<file path="config.mk">
export PLATFORM = sky130hd
export DESIGN_NAME = cdb_arbiter
export DESIGN_NICKNAME = d
export VERILOG_FILES = /design/src/rtl/cdb_arbiter.sv
export SDC_FILE = /design/constraint.sdc
export NUM_CORES = 1
export LEC_CHECK = 0
export BUFFER_PORTS_ARGS = -buffer_cell sky130_fd_sc_hd__buf_2
export CAP_MARGIN = 20
export CELL_PAD_IN_SITES_DETAIL_PLACEMENT = 0
export CELL_PAD_IN_SITES_GLOBAL_PLACEMENT = 1
export CORE_ASPECT_RATIO = 1.4
export CORE_UTILIZATION = 30
export CTS_CLUSTER_DIAMETER = 120
export CTS_CLUSTER_SIZE = 28
export DETAILED_ROUTE_END_ITERATION = 10
export PLACE_DENSITY = 0.66
export SLEW_MARGIN = 25
export SYNTH_ARGS = -nofsm -noshare
export SYNTH_HDL_FRONTEND = slang
export SYNTH_SLANG_ARGS = --single-unit
</file>
<file path="constraint.sdc">
create_clock -name clk -period 6.35 [get_ports clk]
set_input_delay 0.9525 -clock clk [delete_from_list [all_inputs] [get_ports clk]]
set_output_delay 0.9525 -clock clk [all_outputs]
set_load 0.02 [all_outputs]
</file>
<file path="src/rtl/cdb_arbiter.sv">
// Common data bus arbiter: per-requester holding FIFOs feed a registered CDB,
// granting the oldest pending result by ROB age relative to the ROB head.
module cdb_arbiter #(
    parameter  int N_REQ          = 3,
    parameter  int ROB_DEPTH_BITS = 4,
    parameter  int FIFO_DEPTH     = 2,
    localparam int SRC_W          = (N_REQ > 1) ? $clog2(N_REQ) : 1
) (
    input  logic                            clk,
    input  logic                            rst_n,
    input  logic                            flush,
    input  logic [ROB_DEPTH_BITS-1:0]       rob_head,
    input  logic [N_REQ-1:0]                req_valid,
    input  logic [N_REQ*ROB_DEPTH_BITS-1:0] req_tag,
    input  logic [N_REQ*32-1:0]             req_value,
    output logic [N_REQ-1:0]                req_ready,
    output logic                            cdb_valid,
    output logic [ROB_DEPTH_BITS-1:0]       cdb_tag,
    output logic [31:0]                     cdb_value,
    output logic [SRC_W-1:0]                cdb_src
);

    localparam int PTR_W = $clog2(FIFO_DEPTH);
    localparam int CNT_W = PTR_W + 1;
    localparam logic [CNT_W-1:0] FULL_CNT = CNT_W'(FIFO_DEPTH);

    typedef logic [ROB_DEPTH_BITS-1:0] tag_t;

    // Holding FIFO storage and bookkeeping, one set per requester.
    tag_t             fifo_tag   [N_REQ][FIFO_DEPTH];
    logic [31:0]      fifo_value [N_REQ][FIFO_DEPTH];
    logic [PTR_W-1:0] wr_ptr     [N_REQ];
    logic [PTR_W-1:0] rd_ptr     [N_REQ];
    logic [CNT_W-1:0] count      [N_REQ];

    tag_t             head_tag   [N_REQ];
    logic [31:0]      head_value [N_REQ];
    logic [N_REQ-1:0] push;
    logic [N_REQ-1:0] pop;

    logic             grant_valid;
    logic [SRC_W-1:0] grant_idx;

    // Handshake: ready comes only from the registered count, never from a same-cycle pop.
    always_comb begin
        for (int i = 0; i < N_REQ; i++) begin
            req_ready[i]  = (count[i] < FULL_CNT) && !flush;
            push[i]       = req_valid[i] && req_ready[i];
            pop[i]        = grant_valid && !flush && (grant_idx == SRC_W'(i));
            head_tag[i]   = fifo_tag[i][rd_ptr[i]];
            head_value[i] = fifo_value[i][rd_ptr[i]];
        end
    end

    // Grant: minimum wrapped age among non-empty FIFOs; strict compare keeps lowest index on ties.
    always_comb begin
        tag_t age;
        tag_t best_age;
        // NOTE: every variable gets a default before any branch so no latch is inferred.
        grant_valid = 1'b0;
        grant_idx   = '0;
        best_age    = '0;
        age         = '0;
        for (int i = 0; i < N_REQ; i++) begin
            age = head_tag[i] - rob_head;
            if (count[i] != '0 && (!grant_valid || age < best_age)) begin
                grant_valid = 1'b1;
                grant_idx   = SRC_W'(i);
                best_age    = age;
            end
        end
    end

    // FIFO data write; push is already blocked during flush.
    // NOTE: storage is not reset -- count gates every read, so contents before the first push never matter.
    always_ff @(posedge clk) begin
        for (int i = 0; i < N_REQ; i++) begin
            if (push[i]) begin
                fifo_tag[i][wr_ptr[i]]   <= req_tag[i*ROB_DEPTH_BITS +: ROB_DEPTH_BITS];
                fifo_value[i][wr_ptr[i]] <= req_value[i*32 +: 32];
            end
        end
    end

    // FIFO pointers and counts; flush empties every FIFO with priority over push and pop.
    // NOTE: sequential state uses non-blocking assignments so all registers update from pre-edge values.
    always_ff @(posedge clk or negedge rst_n) begin
        if (!rst_n) begin
            for (int i = 0; i < N_REQ; i++) begin
                wr_ptr[i] <= '0;
                rd_ptr[i] <= '0;
                count[i]  <= '0;
            end
        end else if (flush) begin
            for (int i = 0; i < N_REQ; i++) begin
                wr_ptr[i] <= '0;
                rd_ptr[i] <= '0;
                count[i]  <= '0;
            end
        end else begin
            for (int i = 0; i < N_REQ; i++) begin
                if (push[i]) wr_ptr[i] <= wr_ptr[i] + 1'b1;
                if (pop[i])  rd_ptr[i] <= rd_ptr[i] + 1'b1;
                case ({push[i], pop[i]})
                    2'b10:   count[i] <= count[i] + 1'b1;
                    2'b01:   count[i] <= count[i] - 1'b1;
                    default: count[i] <= count[i];
                endcase
            end
        end
    end

    // Registered CDB: load the winner's head, or drop valid and hold the payload fields.
    always_ff @(posedge clk or negedge rst_n) begin
        if (!rst_n) begin
            cdb_valid <= 1'b0;
            cdb_tag   <= '0;
            cdb_value <= '0;
            cdb_src   <= '0;
        end else if (flush) begin
            cdb_valid <= 1'b0;
        end else if (grant_valid) begin
            cdb_valid <= 1'b1;
            cdb_tag   <= head_tag[grant_idx];
            cdb_value <= head_value[grant_idx];
            cdb_src   <= grant_idx;
        end else begin
            cdb_valid <= 1'b0;
        end
    end

endmodule

</file>
======== After elaboration in Yosys (flattened, before gate mapping) ========
Memories as Yosys holds them, arrays and structs flattened.
Cells that the tools add are included.
word-level totals
  memory bits (writable) .................. 216
  memories kept ........................... 2
  bits in registers ....................... 51
  output and inout port bits .............. 42
  word-level logic and storage cells ...... 161
  input bits .............................. 118
operators by class
  mux-type cells .......................... 66
  reduce and logical (&&, ||, !) cells .... 34
  eq/ne operators ......................... 8
  bitwise operators ....................... 8
  add/sub/neg operators ................... 15
  order comparisons ....................... 15
memory list
  name        depth  bits a word  read ports  clocked after Yosys merged registers in  write ports  RTL line  RTL
  fifo_value  3      64           3           0                                        3            31        logic [31:0] fifo_value [N_REQ][FIFO_DEPTH];
  fifo_tag    3      8            3           0                                        3            30        tag_t fifo_tag [N_REQ][FIFO_DEPTH];
operator list
  kind                 count
  $mux 32              14
  $mux 64              3
  $demux 32 s1         3
  $bmux 32 s2          1
  $mux 4               16
  $mux 8               3
  $reduce_bool 2->1    9
  $logic_and 1x1->1    15
  $mux 1               15
  $demux 4 s1          3
  $ge 2x2->1 const B   6
  $not 1->2            6
  $pmux 2 s2           3
  $sub 4x4->4          3
  $reduce_bool 3->1    3
  $bmux 4 s2           1
  $eq 2x1->1 const B   4
  $eq 2x2->1 const B   4
  $lt 4x4->1           2
  $add 1x1->1 const B  6
  $add 2x1->2 const B  3
  $lt 2x1->1 const B   3
  $lt 2x2->1 const B   3
  $mux 3               2
  10 further kinds     15

======== Depth between registers and ports, before layout ========
Gate-level depths: netlist of the first run.
  word-level depth ........................ 19
  depth in mapped cells ................... 23
  gate-level depth less buffers ........... 20

======== Worst setup path after synthesis of the first run ========
No wires, ideal clock.
  kind .................................... input-to-reg
  start ................................... input port rob_head[1]
  end ..................................... register cdb_value[21]
  setup slack ............................. 1325 ps
  data arrival time ....................... 4891 ps
  cell stages on the path ................. 19
  library setup time ...................... 134 ps
  buffers on the path ..................... 2
  required time ........................... 6216 ps
  cell sequence ........................... inv_1 ha_1 a21o_1 a21oi_1 xnor2_1 or2_2 ha_1 a2111o_1 o211a_1 o21ai_0 o21ai_0 ha_1 a2111oi_4 o21ai_1 and3_1 clkbuf_2 buf_2 a22oi_1 o221ai_2
on the way
  word-level cells in the longest chain between the ends .. 14
  elaborated cells between the ends (all ways) .. 21
  those cells by class .................... 3 x add/sub; 2 x order compare; 9 x mux; 1 x bitwise; 6 x reduce/logical
RTL lines
  item                                           RTL line  RTL
  start, declared                                12        input logic [ROB_DEPTH_BITS-1:0] rob_head,
  $sub 4x4->4                                    65        age = head_tag[i] - rob_head;
  $mux 4                                         66        if (count[i] != '0 && (!grant_valid || age < best_age)) begin
  $lt 4x4->1                                     66
  $logic_or 1x1->1                               66
  $logic_and 1x1->1                              66
  $mux 4 or $mux 1 (tied branches)               66
  $lt 4x4->1 or $logic_not 1->1 (tied branches)  66
  $logic_or 1x1->1                               66
  $logic_and 1x1->1                              66
  $mux 2                                         66
  $not 2->3 (not written as such)                125       cdb_value <= head_value[grant_idx];
  $bmux 32 s2                                    125
  $mux 32 (not written as such) (2 in series)    125
  end signal, assigned                           125
  end, declared                                  19        output logic [31:0] cdb_value,
Several ways; a longest one is shown, not always the timed one. The select of a mux whose other input is x is not followed.
A chain may end at the register's enable or synchronous reset.

======== Worst setup path in the final report of the first run ========
  start ................................... register rd_ptr[2] in the netlist's numbering
  end ..................................... register cdb_tag[2]
on the way
  word-level cells in the longest chain between the ends .. 18
  elaborated cells between the ends (all ways) .. 23
  those cells by class .................... 1 x add/sub; 2 x order compare; 12 x mux; 2 x bitwise; 6 x reduce/logical
RTL lines
  item                                            RTL line  RTL
  start, declared                                 33        logic [PTR_W-1:0] rd_ptr [N_REQ];
  start signal, assigned by index                 103       if (pop[i]) rd_ptr[i] <= rd_ptr[i] + 1'b1;
  $not 1->2 (not written as such) (*)             50        head_tag[i] = fifo_tag[i][rd_ptr[i]];
  $mux 4 (not written as such) (*) (3 in series)  50
  $sub 4x4->4                                     65
  $mux 4                                          66
  $lt 4x4->1                                      66
  $logic_or 1x1->1                                66
  $logic_and 1x1->1                               66
  $mux 4 or $mux 1 (tied branches)                66
  $lt 4x4->1 or $logic_not 1->1 (tied branches)   66
  $logic_or 1x1->1                                66
  $logic_and 1x1->1                               66
  $mux 2                                          66
  $not 2->3 (not written as such)                 124       cdb_tag <= head_tag[grant_idx];
  $bmux 4 s2                                      124
  $mux 4 (not written as such) (2 in series)      124
  end signal, assigned                            124
  end, declared                                   18        output logic [ROB_DEPTH_BITS-1:0] cdb_tag,
Mark *: on every way between the ends. The rest lies on a longest branch, timed or not. The select of a mux whose other input is x is not followed.

==> qor.yml, run 1 <==
status:
  status: "complete, no violations"
clock_tree:
  clock-root-buffer: "clkbuf_16"
  htree_levels: 1
  cts_tree: "done"
  clk_pin_slew_ns: 0.11
  cts_inserted_buffers: 13
  clk_latency_ns: 0.52
  ctsResizeCount: 0
  postCtsSetupBuffers: 0
  cts_max_path_buffers: 3
  numClockSinks: 267
  ctsHoldBuffers: 0
drt:
  drt-met1-wl_um: 10230
  drt_wl_total_um: 26670
  drc: 0
  vias_per_cell: 4.783
  maxUsedRoutingLayer: "met5"
  route.met3.wl_um: 1016
  vias: 5950
  first_pass_iters: 5
  detail_route.wl_per_cell_um: 21.44
  drtIter0Drc: 340
  drtAntennaViolNets: 0
  wl_met2_um: 14710
logic_synthesis:
  synth_flop_cell: "edfxtp_1"
  synth_most_common_cell: "edfxtp_1"
  synth_top_area_share_pct: 60.10
  yosysTopAreaCell: "edfxtp_1"
  netlist_instances: 620
  yosys_warnings: 0
  ys_seq_elements: 267
  synth.top_cells.by_count: "216 x edfxtp_1, 74 x mux2i_1, 51 x dfrtp_1, 38 x mux2_2, 20 x nor2_1"
  syn_avg_cell_area_sq_um: 17.41
  synth_area_leaders: "edfxtp_1 60%, dfrtp_1 12%, mux2i_1 6.9%"
  ys_types: 61
  syn_area_sq_um: 10790
  synthArstFlopShare_pct: 19.10
  syn_nets: 756
  synth-edff-count: 216
  yosysSeqAreaShare_pct: 71.92
placement:
  dp_hpwl_um: 17730
  io_buffers: 159
  dp_slack_ns: 0.6332
  place.gp.congestion: 0.7689
timing:
  slew_viol_final: 0
  max_freq_mhz: 181.6
  setup_viol: 0
  period_minus_slack_ns: 5.508
  rsz0062_at_grt: "no"
  fin_setup_tns_ns: 0
  max_slew.worst_pin.slew_ns: 0.8804
  hold_ws_ns: 0.4992
  setup_slack_ns: 0.8422
  finClkSkew_ns: 0.03877
  slew_headroom_pct: 41.31
  hold_viol: 0
  post-route-period-util_pct: 86.74
worst_hold_path:
  min_from: "cdb_src[1]"
  hold-path-endpoint: "cdb_src[1]"
  hold_depth: 2
  hp-class: "reg -> reg"
pwr:
  peakVddDrop_uv: 263.0
  leakage_uw: 0.004471
  powerDensity_nw_per_um2: 417.5
worst_setup_path:
  critPathLaunchType: "flop"
  crit_arrival_ns: 5.92
  r2r_end: "cdb_tag[2]"
  crit_type: "reg -> reg"
  rrSetupSlack_ns: 0.84
  critPathRequiredTime_ns: 6.76
  path_max_fanout: 16
  end_kind: "flop"
  r2r_cells: 17
  rr_startpoint: "rd_ptr[2]"
layout:
  drive_above_1_share_pct: 33.46
  fillers: 3326
  seq_area_sq_um: 7766
  nNetsFinal: 915
  syn2layout_area_growth_pct: 16.21
  multi_input_comb_area_sq_um: 2893
  utilization_pct: 35.66
grt:
  grt_pass1_wl_um: 39160
  antenna_found_initial: 5
  grt_overflow: 0
  grt_max_degree: 52
  grtUsageTotal_pct: 14.68
  grt_pass1_vias: 6207
die:
  die_y_um: 226.4
  die_x_um: 162.3
  ios: 160
  die-area_sq_um: 36750
  core_sq_um: 35170
  rows: 81
  start_util_pct: 30.69
run:
  maxCapViolCount: 0
-- layout make-up --
type / instances / share of cell area (%)
Sequential cell: 267 / 61.92
Multi-Input combinational cell: 316 / 23.06
Timing Repair Buffer: 173 / 7.183
Tap cell: 456 / 4.549
Clock buffer: 20 / 2.803
Inverter: 8 / 0.2394
Clock inverter: 2 / 0.1995
Antenna cell: 2 / 0.03990
-- cells in the final DEF, fill, tap and decap left out, drive strengths merged, types with 16 or more instances in the layout --
master | synthesis | final
a221oi | 16 | 16
buf | 11 | 173
clkbuf | 18 | 20
dfrtp | 51 | 51
edfxtp | 216 | 216
mux2 | 38 | 38
mux2i | 74 | 74
nor2 | 20 | 20
o221ai | 16 | 16
o22ai | 16 | 16
-- flip-flops by register name, indices dropped and copies added, names as in the netlist --
register,flops
cdb_src,2
cdb_tag,4
cdb_valid,1
cdb_value,32
count,6
fifo_tag,24
fifo_value,192
rd_ptr,3
wr_ptr,3
-- metal layers --
metal | global-route usage (%) | vias to the layer above
met5 | 0 | -
met4 | 5.234 | 4
met3 | 1.811 | 33
met2 | 27.68 | 124
met1 | 16.80 | 3024
li1 | - | 2765
-- critical path, cell delays in order (launching register included) --
cell	delay, ns
dfrtp_2	0.71
mux2_2	0.45
ha_1	0.28
a21o_1	0.17
a21oi_1	0.16
xnor2_1	0.11
or2_2	0.28
ha_1	0.30
a2111o_1	0.41
o211a_1	0.27
o21ai_0	0.07
o21ai_0	0.11
ha_1	0.33
a2111oi_4	0.50
o21ai_1	0.17
and3_1	0.51
a22o_1	0.31
a221o_1	0.25
-- worst max path at each step --
stage | from | to | slack [ns]
global placement | rob_head[1] | cdb_tag[2] | 0.70
detailed placement | rob_head[1] | cdb_tag[2] | 0.63
global route | rd_ptr[2] | cdb_value[30] | 0.55
CTS | rd_ptr[2] | cdb_tag[2] | 0.73
floorplan | rob_head[1] | cdb_value[21] | 1.33
finish | rd_ptr[2] | cdb_tag[2] | 0.84
-- power breakdown --
group | total (uW) | internal, uW | switching, uW
registers | 2360 | 2180 | 178
logic | 1940 | 754 | 1180
clock network | 939 | 397 | 542
-- stage by stage --
step                instance area, sq um  total power (uW)  instances
floorplan                          10790              3747        620
global placement                   12150              4337       1220
detailed placement                 12160              4377       1220
CTS                                12540              5315       1242
global route                       12540              5521       1244
finish                             12540              5237       1244
-- logic make-up (layout without fill, tap and decap cells) --
group	after synthesis	in the layout	share of synthesized area, %
buf+inv	37	203	1.646
other cells	0	2	0
fa+ha+maj	18	18	2.295
flops	267	267	71.92
compound gates	118	118	9.518
xor+xnor	16	16	1.298
simple gates	52	52	2.493
mux	112	112	10.83
Power figures use the tool's default switching activity.
==> run 2: changes to the inputs <==
--- a/config.mk
+++ b/config.mk
@@ -9,7 +9,6 @@
 export CAP_MARGIN = 20
 export CELL_PAD_IN_SITES_DETAIL_PLACEMENT = 0
 export CELL_PAD_IN_SITES_GLOBAL_PLACEMENT = 1
-export CORE_ASPECT_RATIO = 1.4
 export CORE_UTILIZATION = 30
 export CTS_CLUSTER_DIAMETER = 120
 export CTS_CLUSTER_SIZE = 28
==> run 2 against run 1 <==
  * Hold slack worse by 0.0077 ns
  * Setup slack worse by 0.085 ns
  * Utilization down 0.36 points
  * Sequential share of layout area increased by 0.068 points
  * Maximum frequency shrank 1.5%
  * Sequential power hardly changed
  * Via count is 0.18% lower
==> qor.yml, run 2 (same netlist as run 1, synthesis figures left out) <==
placement:
  dp_slack_ns: 0.6436  # +0.01049 ns
  dpl_cell_area_sq_um: 12150  # about the same
  place.gp.congestion: 0.7913  # +2.9%
  io_buffers: 159  # unchanged
  dp_hpwl_um: 17200  # -3.0%
worst_hold_path:
  min_from: "cdb_src[0]"
  hp-class: "reg -> reg"
  hold_depth: 2  # unchanged
  hold-path-endpoint: "cdb_src[0]"
pwr:
  p_int_uw: 3333  # about the same
  powerDensity_nw_per_um2: 418.8  # +0.31%
  leakage_uw: 0.004453  # -0.40%
  total_power_uw: 5247  # +0.20%
  peakVddDrop_uv: 187.9  # -29%
  p_comb_share_pct: 36.8  # -0.2 points
  power_frac_clock_pct: 18.0  # about the same
  p_sw_share_pct: 36.49  # +0.16 points
  p_sw_uw: 1915  # +0.64%
  p_seq_share_pct: 45.2  # about the same
drt:
  drt_wl_total_um: 26280  # -1.5%
  drtIter0Drc: 307  # -9.7%
  first_pass_iters: 5  # unchanged
  vias: 5939  # -0.18%
  vias_per_cell: 4.770  # -0.27%
  detail_route.wl_per_cell_um: 21.11  # -1.5%
  drc: 0  # unchanged
  drtAntennaViolNets: 0  # unchanged
run:
  maxCapViolCount: 0  # unchanged
worst_setup_path:
  rr_startpoint: "rd_ptr[2]"
  critPathLaunchType: "flop"
  critPathRequiredTime_ns: 6.77  # about the same
  crit_arrival_ns: 6.01  # +0.09 ns
  cpPeakStageDelay_ns: 0.72  # about the same
  r2r_cells: 17  # unchanged
  end_kind: "flop"
  cp_num_cells: 17  # unchanged
  path_max_fanout: 16  # unchanged
  r2r_end: "cdb_tag[1]"
  rrSetupSlack_ns: 0.76  # -0.09 ns
  cp_cell_sequence: "mux2_2 > ha_1 > a21o_1 > a21oi_1 > xnor2_1 > or2_2 > ha_1 > a2111o_1 > o211a_1 > o21ai_0 > o21ai_0 > ha_1 > a2111oi_4 > o21ai_1 > and3_1 > a22o_1 > a221o_1"
  path_buf_inv: 0  # unchanged
  worst_path_max_delay_cell: "dfrtp_2"
  critPathMostFrequentCell: "ha_1"
  crit_type: "reg -> reg"
  cp_top_family: "compound AO/OA/AOI/OAI gates"
die:
  rows: 69  # -15%
  die-area_sq_um: 36740  # about the same
  die_x_um: 191.7  # +18%
  start_util_pct: 30.42  # -0.27 points
  ios: 160  # unchanged
  core_sq_um: 35480  # +0.90%
  die_y_um: 191.7  # -15%
grt:
  grtUsageTotal_pct: 14.42  # -0.26 points
  grt_overflow: 0  # unchanged
  grt_pass1_vias: 6216  # +0.14%
  grt_pass1_wl_um: 39100  # -0.18%
  grt_max_degree: 52  # unchanged
  antenna_found_initial: 3  # -2
timing:
  setup_viol: 0  # unchanged
  rsz0062_at_grt: "no"
  max_freq_mhz: 178.8  # -1.5%
  fin_setup_tns_ns: 0  # unchanged
  period_minus_slack_ns: 5.593  # +0.08501 ns
  finClkSkew_ns: 0.04810  # +0.009329 ns
  hold_viol: 0  # unchanged
  post-route-period-util_pct: 88.08  # +1.3 points
  max_slew.worst_pin.slew_ns: 1.010  # +0.1292 ns
  setup_slack_ns: 0.7572  # -0.08501 ns
  slew_headroom_pct: 32.70  # -8.6 points
  slew_viol_final: 0  # unchanged
  hold_ws_ns: 0.4914  # -0.007716 ns
status:
  status: "complete, no violations"
clock_tree:
  cts_tree: "done"
  cts_inserted_buffers: 13  # unchanged
  ctsHoldBuffers: 0  # unchanged
  clk_latency_ns: 0.52  # about the same
  postCtsSetupBuffers: 0  # unchanged
  htree_levels: 1  # unchanged
  cts_max_path_buffers: 3  # unchanged
  clk_pin_slew_ns: 0.12  # about the same
  clock-root-buffer: "clkbuf_16"
  numClockSinks: 267  # unchanged
  ctsResizeCount: 0  # unchanged
layout:
  final_common_cell: "edfxtp_1"
  fillers: 3383  # +1.7%
  final_area_sq_um: 12530  # -0.11%
  layout_common_cells: "216 x edfxtp_1, 159 x buf_2, 74 x mux2i_1, 48 x dfrtp_1, 38 x mux2_2"
  seq_area_sq_um: 7766  # unchanged
  syn2layout_area_growth_pct: 16.08
  drive_above_1_share_pct: 33.33  # -0.13 points
  multi_input_comb_area_sq_um: 2898  # +0.17%
  largest_reg_flops: 192  # unchanged
  nNetsFinal: 912  # -0.33%
## run 2: worst max-delay path by stage
stage	slack [ns]	end	start
final	0.76	cdb_tag[1]	rd_ptr[2]
after global routing	0.37	cdb_value[22]	rd_ptr[2]
after CTS	0.78	cdb_tag[1]	rd_ptr[2]
after detailed placement	0.64	cdb_tag[1]	rob_head[1]
after global placement	0.72	cdb_tag[2]	rob_head[1]
after floorplan	1.33	cdb_value[21]	rob_head[1]
## run 2: power by group through the flow
stage | registers [uW] | clock network, uW | logic, uW
floorplan | 2460 | 0 | 1290
global placement | 2410 | 0 | 1920
detailed placement | 2410 | 0 | 1960
CTS | 2370 | 978 | 1970
global route | 2410 | 1030 | 2110
finish | 2370 | 945 | 1930
## run 2: per-stage QoR
stage | utilization [%] | cells
finish | 35.31 | 1245
global route | 35.30 | 1244
CTS | 35.30 | 1244
detailed placement | 34.24 | 1222
global placement | 34.20 | 1222
floorplan | - | 620
## run 2: worst reg2reg max path: stages (launching register included)
cell and delay, ns:
dfrtp_2 0.72, mux2_2 0.44, ha_1 0.29, a21o_1 0.18, a21oi_1 0.17, xnor2_1 0.11, or2_2 0.28, ha_1 0.29
a2111o_1 0.41, o211a_1 0.27, o21ai_0 0.08, o21ai_0 0.11, ha_1 0.32, a2111oi_4 0.50, o21ai_1 0.19, and3_1 0.56
a22o_1 0.33, a221o_1 0.25
## run 2: layer usage
layer	wire length, um	track usage [%]	part of all wire [%]
met5	26	0	0.099
met4	391	2.961	1.5
met3	1200	2.467	4.6
met2	12710	24.09	48
met1	11960	19.61	45
## run 2: layout make-up
type / instances / share of cell area, %
flip-flops and latches: 267 / 61.99
repair buffers: 170 / 7.011
diodes: 1 / 0.01997
clock buffers: 20 / 2.806
multi-input cells: 316 / 23.13
inverters: 8 / 0.2397
clock inverters: 2 / 0.1997
well taps: 461 / 4.604
==> run 3: changes to the inputs <==
--- a/config.mk
+++ b/config.mk
@@ -14,6 +14,7 @@
 export CTS_CLUSTER_SIZE = 28
 export DETAILED_ROUTE_END_ITERATION = 10
 export PLACE_DENSITY = 0.66
+export REMOVE_ABC_BUFFERS = 1
 export SLEW_MARGIN = 25
 export SYNTH_ARGS = -nofsm -noshare
 export SYNTH_HDL_FRONTEND = slang
==> run 3 against run 2 <==
  * Power about the same
  * Sequential power hardly changed
  * First-iteration DRC count shrank 0.98%
  * Sequential share of layout area shrank 0.062 points
  * Clock power shrank 1%
  * Critical path type unchanged
==> qor.yml, run 3 (same netlist as run 1, synthesis figures left out) <==
die:
  rows: 69  # unchanged
  die-area_sq_um: 36740  # unchanged
  die_y_um: 191.7  # unchanged
  die_x_um: 191.7  # unchanged
  start_util_pct: 30.42  # unchanged
  core_sq_um: 35480  # unchanged
  ios: 160  # unchanged
worst_setup_path:
  crit_type: "reg -> reg"
  critPathMostFrequentCell: "ha_1"
  critPathRequiredTime_ns: 6.74  # -0.03 ns
  cpPeakStageDelay_ns: 0.66  # -0.06 ns
  path_max_fanout: 16  # unchanged
  crit_arrival_ns: 5.89  # -0.12 ns
  worst_path_max_delay_cell: "dfrtp_2"
  critPathLaunchType: "flop"
  end_kind: "flop"
  r2r_end: "cdb_tag[2]"
  rrSetupSlack_ns: 0.85  # +0.10 ns
  rr_startpoint: "rd_ptr[2]"
  cp_cell_sequence: "mux2_2 > ha_1 > a21o_1 > a21oi_1 > xnor2_1 > or2_2 > ha_1 > a2111o_1 > o211a_1 > o21ai_0 > o21ai_0 > ha_1 > a2111oi_4 > o21ai_1 > and3_1 > a22o_1 > a221o_1"
  r2r_cells: 17  # unchanged
worst_hold_path:
  min_from: "cdb_value[15]"
  hold_depth: 2  # unchanged
  hp-class: "reg -> reg"
  hold-path-endpoint: "cdb_value[15]"
timing:
  setup_viol: 0  # unchanged
  slew_viol_final: 0  # unchanged
  finClkSkew_ns: 0.02426  # -0.02383 ns
  rsz0062_at_grt: "no"
  hold_ws_ns: 0.5200  # +0.02856 ns
  max_freq_mhz: 182.0  # +1.8%
  slew_headroom_pct: 40.77  # +8.1 points
  period_minus_slack_ns: 5.495  # -0.09748 ns
  max_slew.worst_pin.slew_ns: 0.8884  # -0.1212 ns
  fin_setup_tns_ns: 0  # unchanged
  post-route-period-util_pct: 86.54  # -1.5 points
  hold_viol: 0  # unchanged
pwr:
  peakVddDrop_uv: 184.6  # -1.7%
  power_frac_clock_pct: 17.8  # -0.2 points
  p_seq_share_pct: 45.2  # about the same
  p_sw_uw: 1913  # about the same
  p_comb_share_pct: 36.9  # about the same
  p_int_uw: 3333  # about the same
  leakage_uw: 0.004472  # +0.44%
  powerDensity_nw_per_um2: 418.3  # -0.12%
  p_sw_share_pct: 36.47  # about the same
  total_power_uw: 5246  # about the same
placement:
  io_buffers: 159  # unchanged
  place.gp.congestion: 0.7830  # -1.0%
  dp_hpwl_um: 17510  # +1.8%
  dpl_cell_area_sq_um: 12160  # +0.12%
grt:
  grt_pass1_vias: 6139  # -1.2%
  grt_max_degree: 52  # unchanged
  grt_pass1_wl_um: 39570  # +1.2%
  grt_overflow: 0  # unchanged
  antenna_found_initial: 2  # -1
  grtUsageTotal_pct: 14.75  # +0.33 points
clock_tree:
  clock-root-buffer: "clkbuf_16"
  cts_max_path_buffers: 3  # unchanged
  clk_latency_ns: 0.50  # -0.02 ns
  ctsResizeCount: 0  # unchanged
  cts_inserted_buffers: 13  # unchanged
  clk_pin_slew_ns: 0.11  # about the same
  numClockSinks: 267  # unchanged
  postCtsSetupBuffers: 0  # unchanged
  ctsHoldBuffers: 0  # unchanged
  htree_levels: 1  # unchanged
  cts_tree: "done"
layout:
  layout_common_cells: "216 x edfxtp_1, 159 x buf_2, 74 x mux2i_1, 48 x dfrtp_1, 38 x mux2_2"
  final_area_sq_um: 12540  # about the same
  nNetsFinal: 915  # +0.33%
  syn2layout_area_growth_pct: 16.20  # about the same
  largest_reg_flops: 192  # unchanged
  drive_above_1_share_pct: 33.59  # +0.25 points
  final_common_cell: "edfxtp_1"
  antennaDiodeCount: 0  # -1
drt:
  drtAntennaViolNets: 0  # unchanged
  vias_per_cell: 4.752  # -0.38%
  drtIter0Drc: 304  # -0.98%
  vias: 5926  # -0.22%
  detail_route.wl_per_cell_um: 21.61  # +2.4%
  drc: 0  # unchanged
  drt_wl_total_um: 26950  # +2.5%
  first_pass_iters: 4  # -1
status:
  status: "complete, no violations"
run:
  maxCapViolCount: 0  # unchanged
run 3: changes by cell type in the layout (fill, tap and decap cells not counted):
cell,before,now
buf_4,11,14
and3_2,0,2
diode_2,1,0
and3_4,3,1
run 3: how the worst max path moves through the flow:
stage,startpoint,to,slack [ns],depth (start not counted)
after floorplan,rd_ptr[2],cdb_value[13],0.22,15
after global placement,rob_head[1],cdb_tag[1],0.63,18
after detailed placement,rob_head[1],cdb_tag[2],0.67,18
after CTS,rd_ptr[2],cdb_tag[2],0.83,17
after global routing,rd_ptr[2],cdb_tag[2],0.47,17
final,rd_ptr[2],cdb_tag[2],0.85,17
run 3: through the flow:
stage	utilization (%)	std cells	setup slack (ns)
final	35.34	1247	0.8547
after global routing	35.34	1247	0.4729
after CTS	35.34	1247	0.8342
after detailed placement	34.28	1225	0.6712
after global placement	34.27	1225	0.6335
after floorplan	-	591	0.2157
run 3: final cells by class:
class | count | area (sq um)
clock inverter | 2 | 25.02
fill | 3363 | 22940
sequential | 267 | 7766
tap | 461 | 576.8
clock buffer | 20 | 351.6
multi-input combinational | 316 | 2890
inverter | 8 | 30.03
timing repair buffer | 173 | 900.9
run 3: power groups by stage:
| stage | registers [uW] | logic (uW) | clock network, uW |
|---|---|---|---|
| after CTS | 2380 | 1970 | 972 |
| after detailed placement | 2420 | 1970 | 0 |
| after floorplan | 2530 | 1150 | 0 |
| final | 2370 | 1940 | 936 |
| after global routing | 2400 | 2120 | 1020 |
| after global placement | 2410 | 1950 | 0 |
run 3: critical path: cells and delay by family (launching register included):
family                   cells  cell delay, ns
AO/OA/AOI/OAI               10            2.45
flip-flops                   1            0.66
multiplexers                 1            0.44
XOR/XNOR                     1            0.10
AND/OR/NAND/NOR              2            0.79
adder cells (fa/ha/maj)      3            0.91
run 3: metal layers:
layer / GRT usage [%] / up-vias / wire (um)
met3: 1.718 / 21 / 956
met5: 0 / - / 23
met1: 20.13 / 3024 / 12320
li1: - / 2758 / -
met4: 2.839 / 4 / 323
met2: 25.23 / 119 / 13330
